**src/rtl/noc_vc_input_buffer_pkg.sv**
```systemverilog
// Shared types for the VC input buffer: flit word layout and write-side packet states.
// Noc_Data_Width / WR_IDLE / WR_PKT come from the shared Noc_parameters defines; fallbacks are provided if absent.
`ifndef Noc_Data_Width
`define Noc_Data_Width 8
`endif
`ifndef WR_IDLE
`define WR_IDLE 1'b0
`endif
`ifndef WR_PKT
`define WR_PKT 1'b1
`endif

package noc_vc_input_buffer_pkg;

  localparam int unsigned NOC_DW = `Noc_Data_Width;

  typedef enum logic {
    WR_IDLE = `WR_IDLE,
    WR_PKT  = `WR_PKT
  } wr_state_e;

  typedef struct packed {
    logic              header;
    logic              tail;
    logic [NOC_DW-1:0] data;
  } flit_t;

  // Packet framing follows the accepted flit's own header/tail bits.
  function automatic wr_state_e wr_next(input wr_state_e cur, input logic hdr, input logic tail);
    wr_state_e nxt;
    nxt = cur;
    if (tail)     nxt = WR_IDLE;
    else if (hdr) nxt = WR_PKT;
    return nxt;
  endfunction

endpackage

```
**src/rtl/noc_vc_input_buffer_flit_fifo.sv**
```systemverilog
// noc_flit_fifo: first-word-fall-through flit storage with wrap-around pointers and occupancy count.
// Read data is the word at the read pointer; storage itself is not reset.
module noc_flit_fifo #(
  parameter int unsigned DEPTH = 8,
  parameter int unsigned WIDTH = 10
) (
  input  logic                         noc_clk,
  input  logic                         noc_rst_n,
  input  logic                         wr_en_i,
  input  logic [WIDTH-1:0]             wr_data_i,
  input  logic                         rd_en_i,
  output logic [WIDTH-1:0]             rd_data_o,
  output logic [$clog2(DEPTH+1)-1:0]   count_o
);

  localparam int unsigned PW = $clog2(DEPTH);
  localparam int unsigned CW = $clog2(DEPTH+1);
  localparam logic [CW-1:0] DEPTH_C = CW'(DEPTH);

  logic [WIDTH-1:0] mem_q [DEPTH];
  logic [PW-1:0]    wr_ptr_q, wr_ptr_d;
  logic [PW-1:0]    rd_ptr_q, rd_ptr_d;
  logic [CW-1:0]    count_q, count_d;
  logic             wr_ok, rd_ok;

  assign wr_ok = wr_en_i && (count_q != DEPTH_C);
  assign rd_ok = rd_en_i && (count_q != '0);

  always_comb begin
    wr_ptr_d = wr_ptr_q;
    rd_ptr_d = rd_ptr_q;
    count_d  = count_q;
    if (wr_ok) wr_ptr_d = wr_ptr_q + 1'b1;
    if (rd_ok) rd_ptr_d = rd_ptr_q + 1'b1;
    if (wr_ok && !rd_ok)      count_d = count_q + 1'b1;
    else if (rd_ok && !wr_ok) count_d = count_q - 1'b1;
  end

  always_ff @(posedge noc_clk or negedge noc_rst_n) begin
    if (!noc_rst_n) begin
      wr_ptr_q <= '0;
      rd_ptr_q <= '0;
      count_q  <= '0;
    end else begin
      wr_ptr_q <= wr_ptr_d;
      rd_ptr_q <= rd_ptr_d;
      count_q  <= count_d;
    end
  end

  always_ff @(posedge noc_clk) begin
    if (wr_ok) mem_q[wr_ptr_q] <= wr_data_i;
  end

  assign rd_data_o = mem_q[rd_ptr_q];
  assign count_o   = count_q;

endmodule

```
**src/rtl/noc_vc_input_buffer.sv**
```systemverilog
// Virtual-channel input buffer: flit FIFO plus write-side packet tracking and VC credit (vc_ready_o).
// Optional protocol checker enabled by defining NOC_VC_BUF_PROTO_CHECK_EN.
module noc_vc_input_buffer
  import noc_vc_input_buffer_pkg::*;
#(
  parameter int unsigned DEPTH         = 8,
  parameter int unsigned MAX_PKT_FLITS = 4
) (
  input  logic              noc_clk,
  input  logic              noc_rst_n,
  input  logic              in_valid_i,
  output logic              in_ready_o,
  input  logic [NOC_DW-1:0] in_flit_i,
  input  logic              in_is_header_i,
  input  logic              in_is_tail_i,
  output logic              vc_ready_o,
  output logic              out_valid_o,
  input  logic              out_ready_i,
  output logic [NOC_DW-1:0] out_flit_o,
  output logic              out_is_header_o,
  output logic              out_is_tail_o,
  output logic              err_proto_o
);

  localparam int unsigned CW = $clog2(DEPTH+1);
  localparam logic [CW-1:0] DEPTH_C = CW'(DEPTH);
  localparam logic [CW-1:0] MAX_C   = CW'(MAX_PKT_FLITS);

  logic [CW-1:0] count;
  logic [CW-1:0] free_slots;
  flit_t         wr_flit, rd_flit;
  logic          wr_acc, rd_acc;
  wr_state_e     wr_state_q, wr_state_d;

  assign in_ready_o  = (count != DEPTH_C);
  assign out_valid_o = (count != '0);
  assign wr_acc      = in_valid_i && in_ready_o;
  assign rd_acc      = out_valid_o && out_ready_i;

  assign free_slots  = DEPTH_C - count;
  assign vc_ready_o  = (free_slots >= MAX_C);

  assign wr_flit = '{header: in_is_header_i, tail: in_is_tail_i, data: in_flit_i};

  noc_flit_fifo #(
    .DEPTH (DEPTH),
    .WIDTH ($bits(flit_t))
  ) u_fifo (
    .noc_clk   (noc_clk),
    .noc_rst_n (noc_rst_n),
    .wr_en_i   (wr_acc),
    .wr_data_i (wr_flit),
    .rd_en_i   (rd_acc),
    .rd_data_o (rd_flit),
    .count_o   (count)
  );

  // Storage is unreset, so gate the head word until something valid is there.
  assign out_flit_o      = out_valid_o ? rd_flit.data   : '0;
  assign out_is_header_o = out_valid_o ? rd_flit.header : 1'b0;
  assign out_is_tail_o   = out_valid_o ? rd_flit.tail   : 1'b0;

  always_comb begin
    wr_state_d = wr_state_q;
    if (wr_acc) wr_state_d = wr_next(wr_state_q, in_is_header_i, in_is_tail_i);
  end

  always_ff @(posedge noc_clk or negedge noc_rst_n) begin
    if (!noc_rst_n) wr_state_q <= WR_IDLE;
    else            wr_state_q <= wr_state_d;
  end

`ifdef NOC_VC_BUF_PROTO_CHECK_EN
  logic err_proto_q, err_proto_d;

  always_comb begin
    err_proto_d = err_proto_q;
    if (wr_acc && (((wr_state_q == WR_IDLE) && !in_is_header_i) ||
                   ((wr_state_q == WR_PKT)  &&  in_is_header_i)))
      err_proto_d = 1'b1;
  end

  always_ff @(posedge noc_clk or negedge noc_rst_n) begin
    if (!noc_rst_n) err_proto_q <= 1'b0;
    else            err_proto_q <= err_proto_d;
  end

  assign err_proto_o = err_proto_q;
`else
  assign err_proto_o = 1'b0;
`endif

endmodule

```
**config.mk**
```make
export PLATFORM = sky130hd
export DESIGN_NAME = noc_vc_input_buffer
export DESIGN_NICKNAME = d
export VERILOG_FILES = /design/src/rtl/noc_vc_input_buffer_pkg.sv /design/src/rtl/noc_vc_input_buffer_flit_fifo.sv /design/src/rtl/noc_vc_input_buffer.sv
export SDC_FILE = /design/constraint.sdc
export NUM_CORES = 1
export LEC_CHECK = 0
export CORE_ASPECT_RATIO = 1.5
export CORE_MARGIN = 4
export CORE_UTILIZATION = 39
export DETAILED_ROUTE_END_ITERATION = 8
export PLACE_DENSITY = 0.64
export SLEW_MARGIN = 40
export SYNTH_ARGS = -nofsm -noshare
export SYNTH_HDL_FRONTEND = slang
export SYNTH_HIERARCHICAL = 1
export SYNTH_SLANG_ARGS = --single-unit
export TNS_END_PERCENT = 20
```
**constraint.sdc**
```tcl
create_clock -name noc_clk -period 5.5 [get_ports noc_clk]
set_input_delay 0.825 -clock noc_clk [delete_from_list [all_inputs] [get_ports noc_clk]]
set_output_delay 0.825 -clock noc_clk [all_outputs]
set_load 0.01 [all_outputs]
```
Word level (Yosys, flattened, before mapping). Memories as Yosys holds them, arrays and structs flattened. Index checks and enable logic that the tools add are counted.

Input port bits: 14. Memories: 1. Bits in writable memories: 80. Register bits after elaboration: 10.

Memories: u_fifo.mem_q (depth 8, bits a word 10, rd ports 1, clocked after Yosys merged registers in 0, wr ports 1, RTL line noc_vc_input_buffer_flit_fifo.sv:20) `logic [WIDTH-1:0] mem_q [DEPTH];`.

Muxes and demuxes: 7. Reduce and logical (&&, ||, !) cells: 10. Eq/ne operators: 1. Magnitude comparators: 1. Add/sub/neg operators: 5.

Operators by type and width (number): $mux W4 (2); $mux W8 (1); $add A3 B1 Y3 const B (2); $logic_and A1 B1 Y1 (6); $add A4 B1 Y4 const B (1); $ge A4 B3 Y1 const B (1); $mux W1 (4); $ne A4 B4 Y1 const B (1); $reduce_bool A4 Y1 (1); $sub A4 B1 Y4 const B (1); $sub A4 B4 Y4 const A (1); $logic_not A1 Y1 (2); $reduce_bool A2 Y1 (1).

Longest topological paths before layout.
Depth in word-level cells: 7. Depth in mapped cells: 10.

Modules after synthesis. The synthesis kept the hierarchy.

Modules (own cells, without submodules): noc_flit_fifo (seq. area each 2652.5 sq um, cells each 176, area each 3727.3 sq um, times used 1); noc_vc_input_buffer (seq. area each 0.0 sq um, cells each 22, area each 148.9 sq um, times used 1).

Worst setup path after synthesis. No wires, ideal clock.

Path kind: register -> register. Start: register u_fifo.count_q[0] (netlist: u_fifo/count_o[0]). End: register u_fifo.count_q[3] (netlist: u_fifo/count_o[3]). Stages on the path, launching flop included: 11. Setup slack: 2.774 ns. Data arrival time: 2.595 ns. Cell sequence: dfrtp_1 > nor4b_1 > nor2b_1 > nand2_4 > inv_1 > ha_1 > inv_1 > ha_1 > or4_1 > o211ai_1 > o211ai_1.

Longest elaborated chain between the ends: 6. Elaborated cells between the ends (all ways): 15. Classes of those cells: add/sub: 2; eq/ne: 1; mux: 2; reduce/logical: 10.

RTL lines: from (decl) (RTL line noc_vc_input_buffer_flit_fifo.sv:23) `logic [CW-1:0] count_q, count_d;`; from (signal assigned) (RTL line noc_vc_input_buffer_flit_fifo.sv:47) `count_q <= count_d;`; $ne A4 B4 Y1 (*) (RTL line noc_vc_input_buffer.sv:35) `assign in_ready_o = (count != DEPTH_C);`; $logic_and A1 B1 Y1 (*) (RTL line noc_vc_input_buffer.sv:37) `assign wr_acc = in_valid_i && in_ready_o;`; via wr_acc (RTL line noc_vc_input_buffer.sv:32) `logic wr_acc, rd_acc;`; $logic_and A1 B1 Y1 (*) (RTL line noc_vc_input_buffer_flit_fifo.sv:26) `assign wr_ok = wr_en_i && (count_q != DEPTH_C);`; via u_fifo.wr_ok (RTL line noc_vc_input_buffer_flit_fifo.sv:24) `logic wr_ok, rd_ok;`; $logic_not A1 Y1 (RTL line noc_vc_input_buffer_flit_fifo.sv:36) `else if (rd_ok && !wr_ok) count_d = count_q - 1'b1;`; $logic_and A1 B1 Y1 (RTL line noc_vc_input_buffer_flit_fifo.sv:36); $reduce_bool A2 Y1 (no source line).

Mark *: on every way through the listed nets, which the timed path passes. The rest lies on a longest branch. The select of a mux whose other input is x is not followed. A chain may end at the register's enable or synchronous reset.

==> metrics.md <==
| Metric | Value |
|---|---|
| Placeable Area | 0.009689 sq mm |
| Clock slew at reported path FFs | 60 ps |
| Port-buffer cells | 26 |
| Setup violators final | 0 |
| Vias | 1,900 |
| WHS | 635.0 ps |
| Post-synth top area share | 61.98% |
| Fillers | 821 |
| Ys flop type | edfxtp_1 |
| Total grt overflow | 0 |
| Ratio of cells with drive above 1 in the final layout | 17.92% |
| Pin count of the biggest net entering global routing | 23 |
| Pins Over Slew Limit | 0 |
| Clk Latency, worst-skew pair | 340 ps |
| Initial antenna violation count | 0 |
| Cell Area, Synth | 0.003876 sq mm |
| # diodes | 0 |
| Post-Synthesis Cells | 198 |
| Initial cell density of the core | 40.01% |
| WP data required | 4680 ps |
| WL/cell | 19.85 um |
| WP data arrival | 2690 ps |
| Drt first pass iters | 4 |
| Final WL | 7046 um |
| Setup Skew | 3.704 ps |
| Netlist cell types | 35 |
| Die Wd | 89.40 um |
| Ys Warns | 6 |
| Vias per cell | 5.352 |
| Worst slew margin | 47.86% |
| Global-route wire length before repair | 10,850 um |
| Syn Nets | 218 |
| Fraction of registers with async set/reset | 11.11% |
| Flip-flop and latch count after synthesis | 90 |
| Clk buf depth | 2 |
| Post-synthesis sequential area ratio | 68.43% |
| Crit path launch type | flip-flop |
| Die area | 0.01163 sq mm |
| CP endpoint kind | output port |
| CP bufs+invs | 1 |
| Area of the multi-input gates | 0.001167 sq mm |
| Setup TNS | 0 ps |
| Syn Area/Cell | 19.58 sq um |
| Tcrit/Tclk final | 63.90% |
| Gpl congestion | 0.7344 |
| Final core occ | 47.53% |
| Worst Hold Depth | 1 |
| Number of global-route vias before repair | 1,945 |
| Worst hold path type | reg -> reg |
| Number of remaining DRC errors | 0 |
| PwrDens | 540.8 mW/mm^2 |
| Clock Root Buffer | clkbuf_16 |
| PostCTS Resize Cnt | 0 |
| Sink Count | 90 |
| MaxCap Viol Count | 0 |
| Register area | 0.002655 sq mm |
| Most frequent cell after synthesis | edfxtp_1 |
| CP max stage delay | 760 ps |
| H-tree levels | 3 |
| Dpl hpwl | 4500 um |
| Area Growth Syn to Fin | 18.82% |
| Antenna Nets Post-Route | 0 |
| Site row count | 44 |
| Hold Buf Count CTS | 0 |
| Worst Path Max Fanout | 22 |
| CP Class | reg -> out |
| Total chip power | 2.491 mW |
| Largest cells by area after synthesis | edfxtp_1, mux4_1, dfrtp_1 |
| Fmax | 284.5 MHz |
| R2R cell count | 9 |
| Most frequent cells after synthesis | edfxtp_1, mux4_1, nor2b_1, mux2_2, dfrtp_1 |
| IO Pins | 28 |
| Least-Margin Pin Slew | 776.2 ps |
| Max VDD drop | 321.5 uV |
| Post-CTS setup buffer count | 0 |
| Die Span Y | 130.1 um |
| Leakage power | 1.575 nW |
| Status | completed |
| Final min period | 3515 ps |
| Gr usage total | 13.46% |
| Critical Path Stages | 4 |
| Iter 0 DRT Violations | 113 |
| Crit-path cells | mux4_1 -> mux2_2 -> nor2b_1 -> clkdlybuf4s50_1 |
| Total Nets Final | 255 |
| Post-synth EDFFs | 80 |
| Critical-path top delay cell | dfrtp_2 |
| Area leader, netlist | edfxtp_1 |
| CP top delay family | multiplexers |
| Fin. Hold Viols | 0 |
| CTS buffer count | 9 |
| CTS tree | built |
| Unrepaired setup endpoints after global routing | no |
-- logic make-up after synthesis --
group / after synthesis / share of synthesized area [%]
other cells: 1 / 0.09674
compound gates: 8 / 1.904
fa+ha+maj: 6 / 2.130
buf+inv: 13 / 1.840
simple gates: 40 / 6.553
mux: 34 / 17.69
xor+xnor: 6 / 1.356
flops: 90 / 68.43
-- registers in the layout, summed over array words and instances (netlist names) --
| register | flops |
|---|---|
| u_fifo/count_o | 4 |
| u_fifo/mem_q | 80 |
| u_fifo/rd_ptr_q | 3 |
| u_fifo/wr_ptr_q | 3 |
-- area by class of cell --
| class | count | area share, % |
|---|---|---|
| clock buffer | 11 | 5.053 |
| tap | 115 | 3.124 |
| sequential | 90 | 57.65 |
| timing repair buffer | 34 | 7.036 |
| inverter | 5 | 0.4075 |
| clock inverter | 5 | 1.385 |
| multi-input combinational | 95 | 25.35 |
-- worst paths after layout --
check,from,to,slack [ps]
max,u_fifo/rd_ptr_q[0],out_flit_o[4],1990
min reg2reg,u_fifo/wr_ptr_q[2],u_fifo/wr_ptr_q[2],630
min in group asynchronous,noc_rst_n,u_fifo/count_o[0],810
min,u_fifo/wr_ptr_q[2],u_fifo/wr_ptr_q[2],630
max in group asynchronous,noc_rst_n,u_fifo/rd_ptr_q[1],4350
max reg2reg,u_fifo/count_o[0],u_fifo/count_o[3],2230
-- report_power, final --
group,total (mW),internal (mW),leakage (nW),switching (mW)
logic,0.831,0.503,0.593,0.328
registers,1.06,0.877,0.842,0.178
clock network,0.604,0.355,0.140,0.249
total,2.49,1.74,1.58,0.755
-- cell usage in the layout, fill, tap and decap left out, drive strengths merged, types with 4 or more instances in the layout --
| cell type | instances |
|---|---|
| clkbuf | 11 |
| mux4 | 20 |
| ha | 5 |
| nor2 | 4 |
| clkdlybuf4s50 | 26 |
| xnor2 | 5 |
| nor2b | 13 |
| nand2 | 4 |
| mux2 | 13 |
| dfrtp | 10 |
| inv | 6 |
| nand3 | 4 |
| buf | 8 |
| nor3 | 5 |
| edfxtp | 80 |
-- stage by stage --
step                setup WS (ps)  instance area, sq um  std cells
detailed placement           2093                  4309        339
floorplan                    2774                  3876        198
global placement             1985                  4295        338
CTS                          1919                  4606        355
finish                       1985                  4606        355
global route                 1874                  4606        355
-- per-layer routing --
metal	vias up	part of all wire, %	routed length (um)	GRT usage [%]
li1	881	-	-	-
met1	982	42	2926	16.68
met2	27	54	3771	22.06
met3	10	2.9	206	3.727
met4	0	2.0	141	5.521
met5	-	0	0	0
-- worst reg2reg max path: stages, from the launching register on --
cell and delay (ps):
dfrtp_1 530, nor4_4 760, nor2b_1 180, o41ai_4 120, ha_1 320, inv_1 130, ha_1 370, or4_1 520
o211ai_1 110, o211ai_1 100
Note: power is estimated with default switching activity, not from simulation.
